--- src/rtl/instr_fetch_rom.sv ---
// Synchronous-read instruction memory with own fetch PC and QD-entry prefetch queue; address-to-queue 2 edges, 1 instr/cycle.
// Decode backpressure stalls issue via a count+in-flight credit; redirect flushes. `INSTR_ROM_LOAD_EN adds a write port.
module instr_fetch_rom #(
   parameter int             A        = 8,
   parameter int             W        = 9,
   parameter int             QD       = 4,
   parameter logic [A-1:0]   RESET_PC = '0
) (
   input  logic          clk,
   input  logic          rst_n,
   input  logic          redirect_valid,
   input  logic [A-1:0]  redirect_addr,
`ifdef INSTR_ROM_LOAD_EN
   input  logic          load_we,
   input  logic [A-1:0]  load_addr,
   input  logic [W-1:0]  load_data,
`endif
   output logic          out_valid,
   input  logic          out_ready,
   output logic [W-1:0]  out_instr,
   output logic [A-1:0]  out_addr
);

   localparam int PW = $clog2(QD);
   localparam int CW = PW + 1;

   typedef struct packed {
      logic [A-1:0] addr;
      logic [W-1:0] instr;
   } entry_t;

   logic [W-1:0]  inst_rom [2**A];

   logic [A-1:0]  r_pc;
   logic [A-1:0]  r_rd_addr;
   logic [W-1:0]  r_rd_data;
   logic          r_rd_valid;

   entry_t        r_q [QD];
   logic [PW-1:0] r_wr_ptr;
   logic [PW-1:0] r_rd_ptr;
   logic [CW-1:0] r_count;

   logic [CW:0]   w_inflight;
   logic          w_credit;
   logic          w_issue;
   logic          w_push;
   logic          w_pop;
   entry_t        w_head;

   // Queued entries plus the read in flight must never exceed QD.
   assign w_inflight = {1'b0, r_count} + {{CW{1'b0}}, r_rd_valid};
   assign w_credit   = w_inflight < (CW+1)'(QD);
   assign w_issue    = !redirect_valid && w_credit;
   assign w_push     = !redirect_valid && r_rd_valid;
   assign w_pop      = !redirect_valid && out_valid && out_ready;

   assign w_head    = r_q[r_rd_ptr];
   assign out_valid = (r_count != '0);
   assign out_instr = out_valid ? w_head.instr : '0;
   assign out_addr  = out_valid ? w_head.addr  : '0;

   always_ff @(posedge clk) begin
      if (w_issue)
         r_rd_data <= inst_rom[r_pc];
`ifdef INSTR_ROM_LOAD_EN
      if (load_we)
         inst_rom[load_addr] <= load_data;
`endif
   end

   always_ff @(posedge clk) begin
      if (w_push)
         r_q[r_wr_ptr] <= '{addr: r_rd_addr, instr: r_rd_data};
   end

   always_ff @(posedge clk or negedge rst_n) begin
      if (!rst_n) begin
         r_pc       <= RESET_PC;
         r_rd_addr  <= '0;
         r_rd_valid <= 1'b0;
      end else if (redirect_valid) begin
         r_pc       <= redirect_addr;
         r_rd_valid <= 1'b0;
      end else if (w_issue) begin
         r_rd_addr  <= r_pc;
         r_rd_valid <= 1'b1;
         r_pc       <= r_pc + A'(1);
      end else begin
         r_rd_valid <= 1'b0;
      end
   end

   always_ff @(posedge clk or negedge rst_n) begin
      if (!rst_n) begin
         r_wr_ptr <= '0;
         r_rd_ptr <= '0;
         r_count  <= '0;
      end else if (redirect_valid) begin
         r_wr_ptr <= '0;
         r_rd_ptr <= '0;
         r_count  <= '0;
      end else begin
         if (w_push)
            r_wr_ptr <= r_wr_ptr + PW'(1);
         if (w_pop)
            r_rd_ptr <= r_rd_ptr + PW'(1);
         case ({w_push, w_pop})
            2'b10:   r_count <= r_count + CW'(1);
            2'b01:   r_count <= r_count - CW'(1);
            default: r_count <= r_count;
         endcase
      end
   end

   a_no_overrun: assert property (@(posedge clk) disable iff (!rst_n)
      !(w_push && r_count == CW'(QD)));

endmodule
--- config.mk ---
export PLATFORM = sky130hd
export DESIGN_NAME = instr_fetch_rom
export DESIGN_NICKNAME = d
export VERILOG_FILES = /design/src/rtl/instr_fetch_rom.sv
export SDC_FILE = /design/constraint.sdc
export NUM_CORES = 1
export LEC_CHECK = 0
export CORE_UTILIZATION = 45
export DETAILED_ROUTE_END_ITERATION = 8
export PLACE_DENSITY = 0.71
export SLEW_MARGIN = 20
export SYNTH_ARGS = -nofsm -noshare
export SYNTH_HDL_FRONTEND = slang
export SYNTH_SLANG_ARGS = --single-unit
--- constraint.sdc ---
create_clock -name clk -period 3 [get_ports clk]
set_input_delay 0.45 -clock clk [delete_from_list [all_inputs] [get_ports clk]]
set_output_delay 0.45 -clock clk [all_outputs]
set_load 0.05 [all_outputs]
==> impl_metrics.py <==
metrics = {
    "synth": {
        "synthArstFlopShare_pct": 42.9,
        "synth_top_area_cell": "edfxtp_1",
        "synth_edf_count": 32,
        "synth.ff_latch_count": 56,
        "synth_cells": 185,
        "synth.top_cells.by_area": "edfxtp_1 37%, dfrtp_1 23%, mux4_2 6.9%",
        "synth_top_area_share_pct": 37.1,
        "seq_area_frac_synth_pct": 60.2,
        "syn_area_per_cell_um2": 14.0,
        "yosysWarnings": 0,
        "synth_top_flop_cell": "edfxtp_1",
        "synth_cell_type_count": 41,
        "synthesis.area_um2": 2590,
    },
    "place": {
        "gp_congestion": 0.799,
        "place_area_um2": 2820,
        "dp_hpwl_um": 2900,
        "io_buffers": 20,
    },
    "drt": {
        "drt-wirelength-per-cell_um": 15.5,
        "dr.pass1.iters": 4,
        "drc_errors": 0,
        "wirelength_um": 4310,
        "avgViaCountPerCell": 5.36,
        "ant_nets": 0,
        "drt_iter0_markers": 135,
        "vias": 1491,
    },
    "worst_setup_path": {
        "slowest_delay_ps": 720,
        "cp-start-kind": "flip-flop",
        "cp.arrival_ps": 2290,
        "cp-end-kind": "output port",
        "path_cells": "mux4_2, nor2b_1, clkdlybuf4s50_1",
        "crit_type": "reg2out",
        "slowest_stage": "clkdlybuf4s50_1",
        "crit_fanout": 9,
        "worstPathRequired_ps": 2550,
    },
    "timing": {
        "slew_violations": 0,
        "max_slew_margin_pct": 55.5,
        "final.setup.tns_ps": 0,
        "skew_ps": 14.2,
        "setup_viol": 0,
        "final_hold_viol_count": 0,
        "finalCriticalPeriod_ps": 2740,
        "fmax_mhz": 365,
        "post-route-period-util_pct": 91.4,
        "rsz0062_at_grt": "no",
        "worst_pin_slew_ps": 664,
    },
    "finish": {
        "diodes": 0,
        "fillers": 481,
        "final_nets": 223,
        "final_common_cell": "edfxtp_1",
        "area_growth_pct": 14.1,
        "drive_above_1_share_pct": 16.0,
        "design_area_um2": 2960,
        "final_cell_mix": "32 x edfxtp_1, 23 x dfrtp_1, 20 x clkdlybuf4s50_1",
    },
    "floorplan": {
        "die_w_um": 77.9,
        "boundaryPins": 30,
        "core_um2": 5540,
        "num_rows": 27,
        "dieArea_um2": 6070,
        "start_util_pct": 46.8,
        "fp.dieH_um": 77.9,
    },
    "global_route": {
        "overflow": 0,
        "grt_pass1_wl_um": 7240,
        "grt_max_degree": 25,
        "grt_pass1_vias": 1419,
        "antenna_found_initial": 0,
        "grt.total_usage_pct": 15.9,
    },
    "cts": {
        "clock-root-buffer": "clkbuf_8",
        "clock_sinks": 56,
        "clk_transition_reported_paths_ps": 100,
        "cts_setup_buffers": 0,
        "cts_max_path_buffers": 2,
        "clk_latency_ps": 310,
        "cts_buffers": 5,
        "h-tree-depth": 2,
        "tritoncts": "yes",
    },
    "job": {
        "maxCapViolations": 0,
    },
    "power_and_ir_drop": {
        "power.density_nw_per_um2": 1020,
        "leakage_nw": 1.07,
        "ir_drop_mv": 0.582,
    },
    "worst_hold_path": {
        "hold_class": "in2async",
    },
    "status": {
        "status": "finished, final reports clean",
    },
}
[what timing repair did]
item / in CTS / in global routing
pin swaps: 0 / 0
resized for setup: 1 / 1
hold buffers: 0 / 0
setup endpoints to repair: 9 / 8
[synthesized netlist by cell type, types with 2 or more instances]
cell type and instances:
edfxtp_1 32, dfrtp_1 24, buf_4 10, nor2_1 10
nor2b_1 10, mux2_2 8, mux4_2 8, nand3_1 8
a31oi_1 5, and2_1 5, ha_1 5, inv_1 5
o21ai_0 5, xnor2_1 5, clkbuf_1 4, nand2_1 4
nand4_1 4, or4_1 4, mux2i_1 2, nor3_1 2
o31ai_1 2, or3_1 2, or4b_2 2, xor2_1 2
[power breakdown]
| part | internal [mW] | switching, mW | total [mW] |
|---|---|---|---|
| Combinational | 0.499 | 0.654 | 1.15 |
| Clock | 0.334 | 0.239 | 0.572 |
| Sequential | 1.05 | 0.252 | 1.30 |
[state kept, by name (all words and copies together) (netlist names)]
| register | cells |
|---|---|
| r_wr_ptr | 2 |
| r_q | 32 |
| r_count | 3 |
| r_rd_addr | 8 |
| r_rd_ptr | 2 |
| r_pc | 8 |
| r_rd_valid | 1 |
[worst paths after layout]
| path | endpoint | startpoint | slack (ps) | cells past startpoint |
|---|---|---|---|---|
| worst max-delay path | out_addr[4] | r_rd_ptr[0] | 260 | 3 |
| worst max register to register | r_count[2] | r_count[1] | 510 | 5 |
| min in group clk | r_q[3][13] | r_rd_addr[4] | 510 | 0 |
| worst min-delay path | r_rd_addr[1] | rst_n | 500 | 2 |
| max in group asynchronous | r_rd_ptr[0] | rst_n | 2240 | 2 |
| worst min register to register | r_q[3][13] | r_rd_addr[4] | 510 | 0 |
[worst max-delay path, delay by kind of cell, from the launching register on]
family	cells	cell delay, ps
buf+inv	1	720
simple gates	1	140
mux	1	560
flops	1	580
[cell type report]
| class | instances | area (um2) | share of cell area, % |
|---|---|---|---|
| Tap cell | 72 | 90.1 | 3.04 |
| Timing Repair Buffer | 23 | 223 | 7.53 |
| Inverter | 5 | 18.8 | 0.634 |
| Clock inverter | 2 | 60.1 | 2.03 |
| Sequential cell | 56 | 1560 | 52.8 |
| Multi-Input combinational cell | 114 | 932 | 31.5 |
| Clock buffer | 6 | 72.6 | 2.45 |
[kinds of logic after synthesis]
logic type      share of synthesized area [%]
compound gates                           5.16
fa+ha+maj                                3.19
other cells                             0.145
flops                                    60.2
buf+inv                                  5.16
mux                                      11.2
simple gates                             12.5
xor+xnor                                 2.36
[stage by stage]
stage | hold WS, ps | worst slack, ps | instances | util (%) | total power [mW]
after floorplan | 154 | 645 | 193 | - | 2.14
after global placement | 503 | 295 | 270 | 50.9 | 2.44
after detailed placement | 511 | 236 | 270 | 50.9 | 2.47
after CTS | 504 | 19.7 | 278 | 53.4 | 3.04
after global routing | 535 | 167 | 278 | 53.4 | 3.19
final | 497 | 257 | 278 | 53.4 | 3.03
[per-layer routing]
| layer | up-vias | global-route usage, % | share of wire [%] |
|---|---|---|---|
| li1 | 709 | - | - |
| met1 | 729 | 22.7 | 48 |
| met2 | 46 | 23.7 | 45 |
| met3 | 7 | 3.29 | 4.2 |
| met4 | 0 | 6.67 | 2.3 |
| met5 | - | 0 | 0 |
Power figures use the tool's default switching activity.
